[src/rtl/wb_ram_xilinx_ctrl_pkg.sv]
// Shared constants and types for the Wishbone RAM controller and its address decoder.
package wb_ram_pkg;

    localparam int unsigned BANK_WORDS = 2048;
    localparam int unsigned BANK_BYTES = 8192;

    localparam logic [2:0] CTI_CLASSIC = 3'b000;
    localparam logic [2:0] CTI_INCR    = 3'b010;
    localparam logic [2:0] CTI_END     = 3'b111;

    localparam logic [1:0] BTE_LINEAR  = 2'b00;

    typedef enum logic [1:0] {
        ST_IDLE,
        ST_WACK,
        ST_RDATA,
        ST_ERR
    } state_t;

    // A single bank still needs a 1-bit index so port widths never collapse to zero.
    function automatic int unsigned bank_bits(input int unsigned n);
        return (n > 1) ? $clog2(n) : 1;
    endfunction

endpackage

[src/rtl/wb_ram_xilinx_ctrl_if.sv]
// Wishbone B3 bus bundle between the interconnect (master) and the RAM controller (slave).
interface wb_ram_xilinx_ctrl_if;

    logic        wb_cyc_i;
    logic        wb_stb_i;
    logic        wb_we_i;
    logic [31:0] wb_adr_i;
    logic [3:0]  wb_sel_i;
    logic [31:0] wb_dat_i;
    logic [2:0]  wb_cti_i;
    logic [1:0]  wb_bte_i;
    logic [31:0] wb_dat_o;
    logic        wb_ack_o;
    logic        wb_err_o;

    modport master (
        output wb_cyc_i, wb_stb_i, wb_we_i, wb_adr_i, wb_sel_i, wb_dat_i, wb_cti_i, wb_bte_i,
        input  wb_dat_o, wb_ack_o, wb_err_o
    );

    modport slave (
        input  wb_cyc_i, wb_stb_i, wb_we_i, wb_adr_i, wb_sel_i, wb_dat_i, wb_cti_i, wb_bte_i,
        output wb_dat_o, wb_ack_o, wb_err_o
    );

endinterface

[src/rtl/wb_ram_xilinx_ctrl_addr_decode.sv]
// Combinational byte-address decode into range flag, bank index and word-within-bank.
module wb_ram_addr_decode
    import wb_ram_pkg::*;
#(
    parameter int unsigned NUM_BANKS = 4,
    parameter logic [31:0] BASE_ADDR = 32'h0000_0000,
    localparam int unsigned BANK_W   = bank_bits(NUM_BANKS)
) (
    input  logic [31:0]       i_adr,
    output logic              o_in_range,
    output logic [BANK_W-1:0] o_bank,
    output logic [10:0]       o_word
);

    logic [31:0] w_offset;

    // Addresses below the base wrap to a huge offset and fall out of range naturally.
    assign w_offset   = i_adr - BASE_ADDR;
    assign o_in_range = (w_offset < 32'(NUM_BANKS * BANK_BYTES));
    assign o_word     = w_offset[12:2];

    generate
        if (NUM_BANKS > 1) begin : g_multi
            assign o_bank = w_offset[13 +: BANK_W];
        end else begin : g_single
            assign o_bank = '0;
        end
    endgenerate

endmodule

[src/rtl/wb_ram_xilinx_ctrl.sv]
// Wishbone B3 slave front end for banked on-chip RAM: decode, byte writes,
// read-data mux and ack/err generation with zero-wait-state linear burst reads.
module wb_ram_xilinx_ctrl
    import wb_ram_pkg::*;
#(
    parameter int unsigned NUM_BANKS = 4,
    parameter logic [31:0] BASE_ADDR = 32'h0000_0000
) (
    input  logic                    clk,
    input  logic                    rst_n,
    wb_ram_xilinx_ctrl_if.slave     wb,
    output logic [3:0]              ram_we,
    output logic [31:0]             ram_din,
    output logic [15:0]             ram_waddr,
    output logic [15:0]             ram_raddr,
    output logic [NUM_BANKS-1:0]    ram_bank_select,
    input  logic [32*NUM_BANKS-1:0] ram_dout
);

    localparam int unsigned BANK_W = bank_bits(NUM_BANKS);

    state_t            r_state;
    state_t            w_state_nxt;
    logic [BANK_W-1:0] r_bank;
    logic [BANK_W-1:0] w_bank_nxt;

    logic              w_cur_in_range;
    logic [BANK_W-1:0] w_cur_bank;
    logic [10:0]       w_cur_word;
    logic              w_nxt_in_range;
    logic [BANK_W-1:0] w_nxt_bank;
    logic [10:0]       w_nxt_word;
    logic [31:0]       w_adr_nxt;

    logic              w_req;
    logic              w_burst;
    logic              w_ack;
    logic              w_err;
    logic [31:0]       w_dat;
    logic [31:0]       w_bank_dout [NUM_BANKS];

    assign w_adr_nxt = wb.wb_adr_i + 32'd4;

    wb_ram_addr_decode #(.NUM_BANKS(NUM_BANKS), .BASE_ADDR(BASE_ADDR)) u_dec_cur (
        .i_adr      (wb.wb_adr_i),
        .o_in_range (w_cur_in_range),
        .o_bank     (w_cur_bank),
        .o_word     (w_cur_word)
    );

    wb_ram_addr_decode #(.NUM_BANKS(NUM_BANKS), .BASE_ADDR(BASE_ADDR)) u_dec_nxt (
        .i_adr      (w_adr_nxt),
        .o_in_range (w_nxt_in_range),
        .o_bank     (w_nxt_bank),
        .o_word     (w_nxt_word)
    );

    generate
        for (genvar g = 0; g < NUM_BANKS; g++) begin : g_dout
            assign w_bank_dout[g] = ram_dout[32*g +: 32];
        end
    endgenerate

    assign w_req   = wb.wb_cyc_i & wb.wb_stb_i;
    assign w_burst = w_req & (wb.wb_cti_i == CTI_INCR) & (wb.wb_bte_i == BTE_LINEAR);

    always_ff @(posedge clk or negedge rst_n) begin
        if (!rst_n) begin
            r_state <= ST_IDLE;
            r_bank  <= '0;
        end else begin
            r_state <= w_state_nxt;
            r_bank  <= w_bank_nxt;
        end
    end

    always_comb begin
        w_state_nxt     = r_state;
        w_bank_nxt      = r_bank;
        w_ack           = 1'b0;
        w_err           = 1'b0;
        w_dat           = '0;
        ram_we          = '0;
        ram_din         = '0;
        ram_waddr       = '0;
        ram_raddr       = '0;
        ram_bank_select = '0;

        unique case (r_state)
            ST_IDLE: begin
                if (w_req) begin
                    if (!w_cur_in_range) begin
                        w_state_nxt = ST_ERR;
                    end else if (wb.wb_we_i) begin
                        ram_we          = wb.wb_sel_i;
                        ram_din         = wb.wb_dat_i;
                        ram_waddr       = 16'(w_cur_word);
                        ram_bank_select = NUM_BANKS'(1) << w_cur_bank;
                        w_state_nxt     = ST_WACK;
                    end else begin
                        ram_raddr       = 16'(w_cur_word);
                        ram_bank_select = NUM_BANKS'(1) << w_cur_bank;
                        w_bank_nxt      = w_cur_bank;
                        w_state_nxt     = ST_RDATA;
                    end
                end
            end
            ST_WACK: begin
                w_ack       = 1'b1;
                w_state_nxt = ST_IDLE;
            end
            ST_RDATA: begin
                w_ack = 1'b1;
                w_dat = w_bank_dout[r_bank];
                // Prefetch the following word while acking this one to keep one beat per cycle.
                if (w_burst && w_nxt_in_range) begin
                    ram_raddr       = 16'(w_nxt_word);
                    ram_bank_select = NUM_BANKS'(1) << w_nxt_bank;
                    w_bank_nxt      = w_nxt_bank;
                    w_state_nxt     = ST_RDATA;
                end else if (w_burst) begin
                    w_state_nxt = ST_ERR;
                end else begin
                    w_state_nxt = ST_IDLE;
                end
            end
            ST_ERR: begin
                w_err       = 1'b1;
                w_state_nxt = ST_IDLE;
            end
            default: w_state_nxt = ST_IDLE;
        endcase

        if (!wb.wb_cyc_i) begin
            w_state_nxt = ST_IDLE;
        end
    end

    assign wb.wb_ack_o = w_ack;
    assign wb.wb_err_o = w_err;
    assign wb.wb_dat_o = w_dat;

endmodule
[src/flat_wrapper.sv]
// flat-port wrapper written by rule: the top's interface ports become plain ports
module wb_ram_xilinx_ctrl_flat import wb_ram_pkg::*;
#(
    parameter int unsigned NUM_BANKS = 4,
    parameter logic [31:0] BASE_ADDR = 32'h0000_0000
)
  (clk, rst_n, ram_we, ram_din, ram_waddr, ram_raddr, ram_bank_select, ram_dout, wb_wb_cyc_i, wb_wb_stb_i, wb_wb_we_i, wb_wb_adr_i, wb_wb_sel_i, wb_wb_dat_i, wb_wb_cti_i, wb_wb_bte_i, wb_wb_dat_o, wb_wb_ack_o, wb_wb_err_o);
  wb_ram_xilinx_ctrl_if wb_i ();
  input  logic clk;
  input  logic rst_n;
  output logic [3:0] ram_we;
  output logic [31:0] ram_din;
  output logic [15:0] ram_waddr;
  output logic [15:0] ram_raddr;
  output logic [NUM_BANKS-1:0] ram_bank_select;
  input  logic [32*NUM_BANKS-1:0] ram_dout;
  input wire logic [$bits(wb_i.wb_cyc_i)-1:0] wb_wb_cyc_i;
  input wire logic [$bits(wb_i.wb_stb_i)-1:0] wb_wb_stb_i;
  input wire logic [$bits(wb_i.wb_we_i)-1:0] wb_wb_we_i;
  input wire logic [$bits(wb_i.wb_adr_i)-1:0] wb_wb_adr_i;
  input wire logic [$bits(wb_i.wb_sel_i)-1:0] wb_wb_sel_i;
  input wire logic [$bits(wb_i.wb_dat_i)-1:0] wb_wb_dat_i;
  input wire logic [$bits(wb_i.wb_cti_i)-1:0] wb_wb_cti_i;
  input wire logic [$bits(wb_i.wb_bte_i)-1:0] wb_wb_bte_i;
  output wire logic [$bits(wb_i.wb_dat_o)-1:0] wb_wb_dat_o;
  output wire logic [$bits(wb_i.wb_ack_o)-1:0] wb_wb_ack_o;
  output wire logic [$bits(wb_i.wb_err_o)-1:0] wb_wb_err_o;
  assign wb_i.wb_cyc_i = wb_wb_cyc_i;
  assign wb_i.wb_stb_i = wb_wb_stb_i;
  assign wb_i.wb_we_i = wb_wb_we_i;
  assign wb_i.wb_adr_i = wb_wb_adr_i;
  assign wb_i.wb_sel_i = wb_wb_sel_i;
  assign wb_i.wb_dat_i = wb_wb_dat_i;
  assign wb_i.wb_cti_i = wb_wb_cti_i;
  assign wb_i.wb_bte_i = wb_wb_bte_i;
  assign wb_wb_dat_o = wb_i.wb_dat_o;
  assign wb_wb_ack_o = wb_i.wb_ack_o;
  assign wb_wb_err_o = wb_i.wb_err_o;
  wb_ram_xilinx_ctrl #(.NUM_BANKS(NUM_BANKS), .BASE_ADDR(BASE_ADDR)) u_core (.clk(clk), .rst_n(rst_n), .wb(wb_i), .ram_we(ram_we), .ram_din(ram_din), .ram_waddr(ram_waddr), .ram_raddr(ram_raddr), .ram_bank_select(ram_bank_select), .ram_dout(ram_dout));
endmodule
[config.mk]
export PLATFORM = sky130hd
export DESIGN_NAME = wb_ram_xilinx_ctrl_flat
export DESIGN_NICKNAME = d
export VERILOG_FILES = /design/src/rtl/wb_ram_xilinx_ctrl_pkg.sv /design/src/rtl/wb_ram_xilinx_ctrl_if.sv /design/src/rtl/wb_ram_xilinx_ctrl_addr_decode.sv /design/src/rtl/wb_ram_xilinx_ctrl.sv /design/src/flat_wrapper.sv
export SDC_FILE = /design/constraint.sdc
export NUM_CORES = 1
export LEC_CHECK = 0
export CAP_MARGIN = 20
export CORE_AREA = 2 2 122 124
export CTS_BUF_LIST = sky130_fd_sc_hd__clkbuf_2
export CTS_CLUSTER_SIZE = 14
export DETAILED_ROUTE_END_ITERATION = 8
export DIE_AREA = 0 0 124 126
export GPL_TIMING_DRIVEN = 1
export HOLD_SLACK_MARGIN = 0.1
export PLACE_DENSITY = 0.6
export SLEW_MARGIN = 25
export SYNTH_ARGS = -nofsm -noshare
export SYNTH_HDL_FRONTEND = slang
export SYNTH_SLANG_ARGS = --single-unit
[constraint.sdc]
create_clock -name clk -period 14.4 [get_ports clk]
set_clock_uncertainty 0.2 [all_clocks]
set_input_delay 4.32 -clock clk [delete_from_list [all_inputs] [get_ports clk]]
set_output_delay 4.32 -clock clk [all_outputs]
set_load 0.01 [all_outputs]
==> metrics <==
antenna violations before repair 1; PortBufs 299; PD cells 37.4 nW/um2; io pins 312; Num CTS Buffers 3; Comb pwr share 84.2%; first-pass detailed-route iteration total 4; kind of critical path in2out; Setup violations, final 0; Mapped Cells 352; share of post-route cells with drive strength above 1 8.17%; first-pass GRT wire length 21200 um; die footprint 15600 um2; clock root cell clkbuf_2; initial drt markers 173; sequential group share of total power 10.1%; Final Cycle Share 91.9%; Async S/R FF share, synth 100%; Critical Path RT 9.88 ns; Synth area leader mux4_2; Cell Int Power 0.142 mW; post-CTS sizing 0; Synth Cell Area 2730 um2; Worst EP arrival 8.71 ns; area of the multi-input gates 2430 um2; gpl congestion 0.908; Max Slew Vio Count 0; Synth Area per Inst 7.77 um2; Post-synth top flop dfrtp_1; Yosys warning count 0; Worst setup EP type primary output; Core ar. 14300 um2; nets 835; largest net degree at the start of global routing 51; Setup Fix Bufs, Post-CTS 0; status finished clean; Yosys top cell area share 26.4%; post-route ant nets 0; vias in the first global route 4028; row count 44; Synth cell types 56; grt ovf 0; worst hold path class reg2reg; cts hold-fix bufs 0; relative slew slack 45.9%; Area contributors post-synth mux4_2 (26%), and3_1 (12%), and2_1 (7.8%); clock power share 5.6%; Die W 124 um; VDD IR-drop max 23.9 uV; final count of hold timing violations 0; drt drc 0; CP startpoint kind input pin; max cap viols 0; Switching Share 34.8%; hpwl dp 12000 um; cell leakage power 2.23 nW; Storage cell area 101 um2; non-filler cells, final 809; clk_lat worst skew 0.20 ns; Setup TNS 0 ns; Die H 126 um; Clock Path Buffers 2; register area share after synthesis 3.66%; Psw 0.0760 mW; placed cell count 804; fmax 75.6 MHz; DR WL/cell 18.1 um; Clock transition at path regs 0.04 ns; Area Overhead vs Synth 113%; WL final 14700 um; CTS tree done; RSZ-0062 raised after global routing false; critical path fanouts, max 23; H-tree depth 1; TritonCTS Sinks 4; Initial Util 19.1%; hold_ws 0.533 ns; Post-synth EDFFs 0; fill count 1416; fin crit period 13.23 ns; vias per inst 4.89; Tightest Pin Transition 0.810 ns; total number of vias 3952; Tot GR Track Use 17.1%; Yosys reg bits 4
## cell type report
cell class	instances	area share [%]
inverter	7	0.450
sequential	4	1.74
tap	184	3.95
clock buffer	4	0.343
timing repair buffer	303	51.8
antenna	1	0.0429
multi-input combinational	306	41.7
## worst paths after layout
| path | startpoint | endpoint | slack (ns) | cells after the start |
|---|---|---|---|---|
| worst max-delay path | wb_wb_adr_i[13] | ram_bank_select[0] | 1.17 | 10 |
| worst min-delay path | u_core.r_state[1]$_DFFE_PN0P_ | u_core.r_state[1]$_DFFE_PN0P_ | 0.53 | 3 |
| worst max register to register | u_core.r_state[0]$_DFFE_PN0P_ | u_core.r_bank[1]$_DFFE_PN0P_ | 11.52 | 10 |
| worst min register to register | u_core.r_state[1]$_DFFE_PN0P_ | u_core.r_state[1]$_DFFE_PN0P_ | 0.53 | 3 |
| max in group asynchronous | rst_n | u_core.r_state[0]$_DFFE_PN0P_ | 9.71 | 1 |
| min in group asynchronous | rst_n | u_core.r_bank[1]$_DFFE_PN0P_ | 4.11 | 1 |
## metrics by stage
step	instance area, um2	power, mW	setup WS, ns	util [%]
floorplan	2770	0.116	2.92	-
global placement	5800	0.206	1.31	40.5
detailed placement	5810	0.207	1.24	40.6
CTS	5830	0.222	1.21	40.7
global route	5830	0.234	0.880	40.8
finish	5830	0.218	1.17	40.8
## sequential cells by signal (all words and copies together) (netlist names)
register and count:
u_core.r_state 2, u_core.r_bank 2
## cells in the mapped netlist, types with 4 or more instances
cell type / count
clkbuf_1: 26
and3_1: 53
mux4_2: 32
nor2_1: 25
nand3_1: 22
or4_1: 4
a21oi_1: 6
a221o_1: 4
and2_1: 34
nand4_1: 13
buf_4: 10
dfrtp_1: 4
nor3_1: 6
inv_1: 7
o21ai_1: 4
nor4_1: 9
and4_1: 5
o21ai_0: 10
ha_1: 4
nand2_1: 16
## cell families (layout without fill, tap and decap cells)
group	count (synthesis)	count (layout)	synth area share (%)
and+or+nand+nor	205	205	43.8
buffers and inverters	51	314	9.06
AOI/OAI and AO/OA	46	46	12.0
muxes	36	36	27.9
xor gates and xnor gates	5	5	1.60
adders and majority gates	4	4	1.83
DFF	4	4	3.66
other	1	11	0.137
## power by group through the flow
stage               Clock [mW]  Sequential, mW  Combinational (mW)
global placement             0          0.0231               0.183
floorplan                    0          0.0137               0.103
CTS                     0.0128          0.0229               0.186
detailed placement           0          0.0230               0.184
global route            0.0140          0.0237               0.197
finish                  0.0123          0.0221               0.184
## critical path, cell delays in order
cell	delay, ns
clkdlybuf4s50_1	0.73
nand3_1	0.25
or4_1	0.71
a2111oi_0	0.47
o22ai_1	0.23
or2_2	0.36
nor3_4	0.62
nand3_1	0.14
a21oi_1	0.28
clkdlybuf4s50_1	0.60
## routing by layer
metal	part of all wire, %	up-vias	track usage (%)
met1	38	1845	19.6
met3	11	12	4.85
li1	-	1887	-
met5	0	-	0
met4	1.4	0	4.36
met2	50	208	30.8
## layout by cell type, fill, tap and decap left out, types with 2 or more instances in the layout
master / Yosys / layout
clkdlybuf4s50_1: 0 / 299
and3_1: 53 / 53
and2_1: 34 / 34
mux4_2: 32 / 32
nor2_1: 25 / 24
nand3_1: 22 / 22
nand2_1: 16 / 16
nand4_1: 13 / 13
o21ai_0: 10 / 10
conb_1: 1 / 10
nor4_1: 9 / 9
inv_1: 7 / 7
nor3_1: 6 / 6
a21oi_1: 6 / 6
and4_1: 5 / 5
or4_1: 4 / 4
a221o_1: 4 / 4
o21ai_1: 4 / 4
clkbuf_2: 0 / 4
buf_4: 10 / 4
xnor2_1: 3 / 3
or3_1: 3 / 3
o31a_1: 3 / 3
or2_2: 3 / 3
nand3b_1: 3 / 3
mux2i_1: 3 / 3
ha_1: 4 / 3
dfrtp_1: 4 / 3
xor2_1: 2 / 2
a211o_1: 2 / 2
nand2b_1: 2 / 2
a2111oi_0: 2 / 2
o31ai_1: 2 / 2
Note: power is estimated with default switching activity, not from simulation.
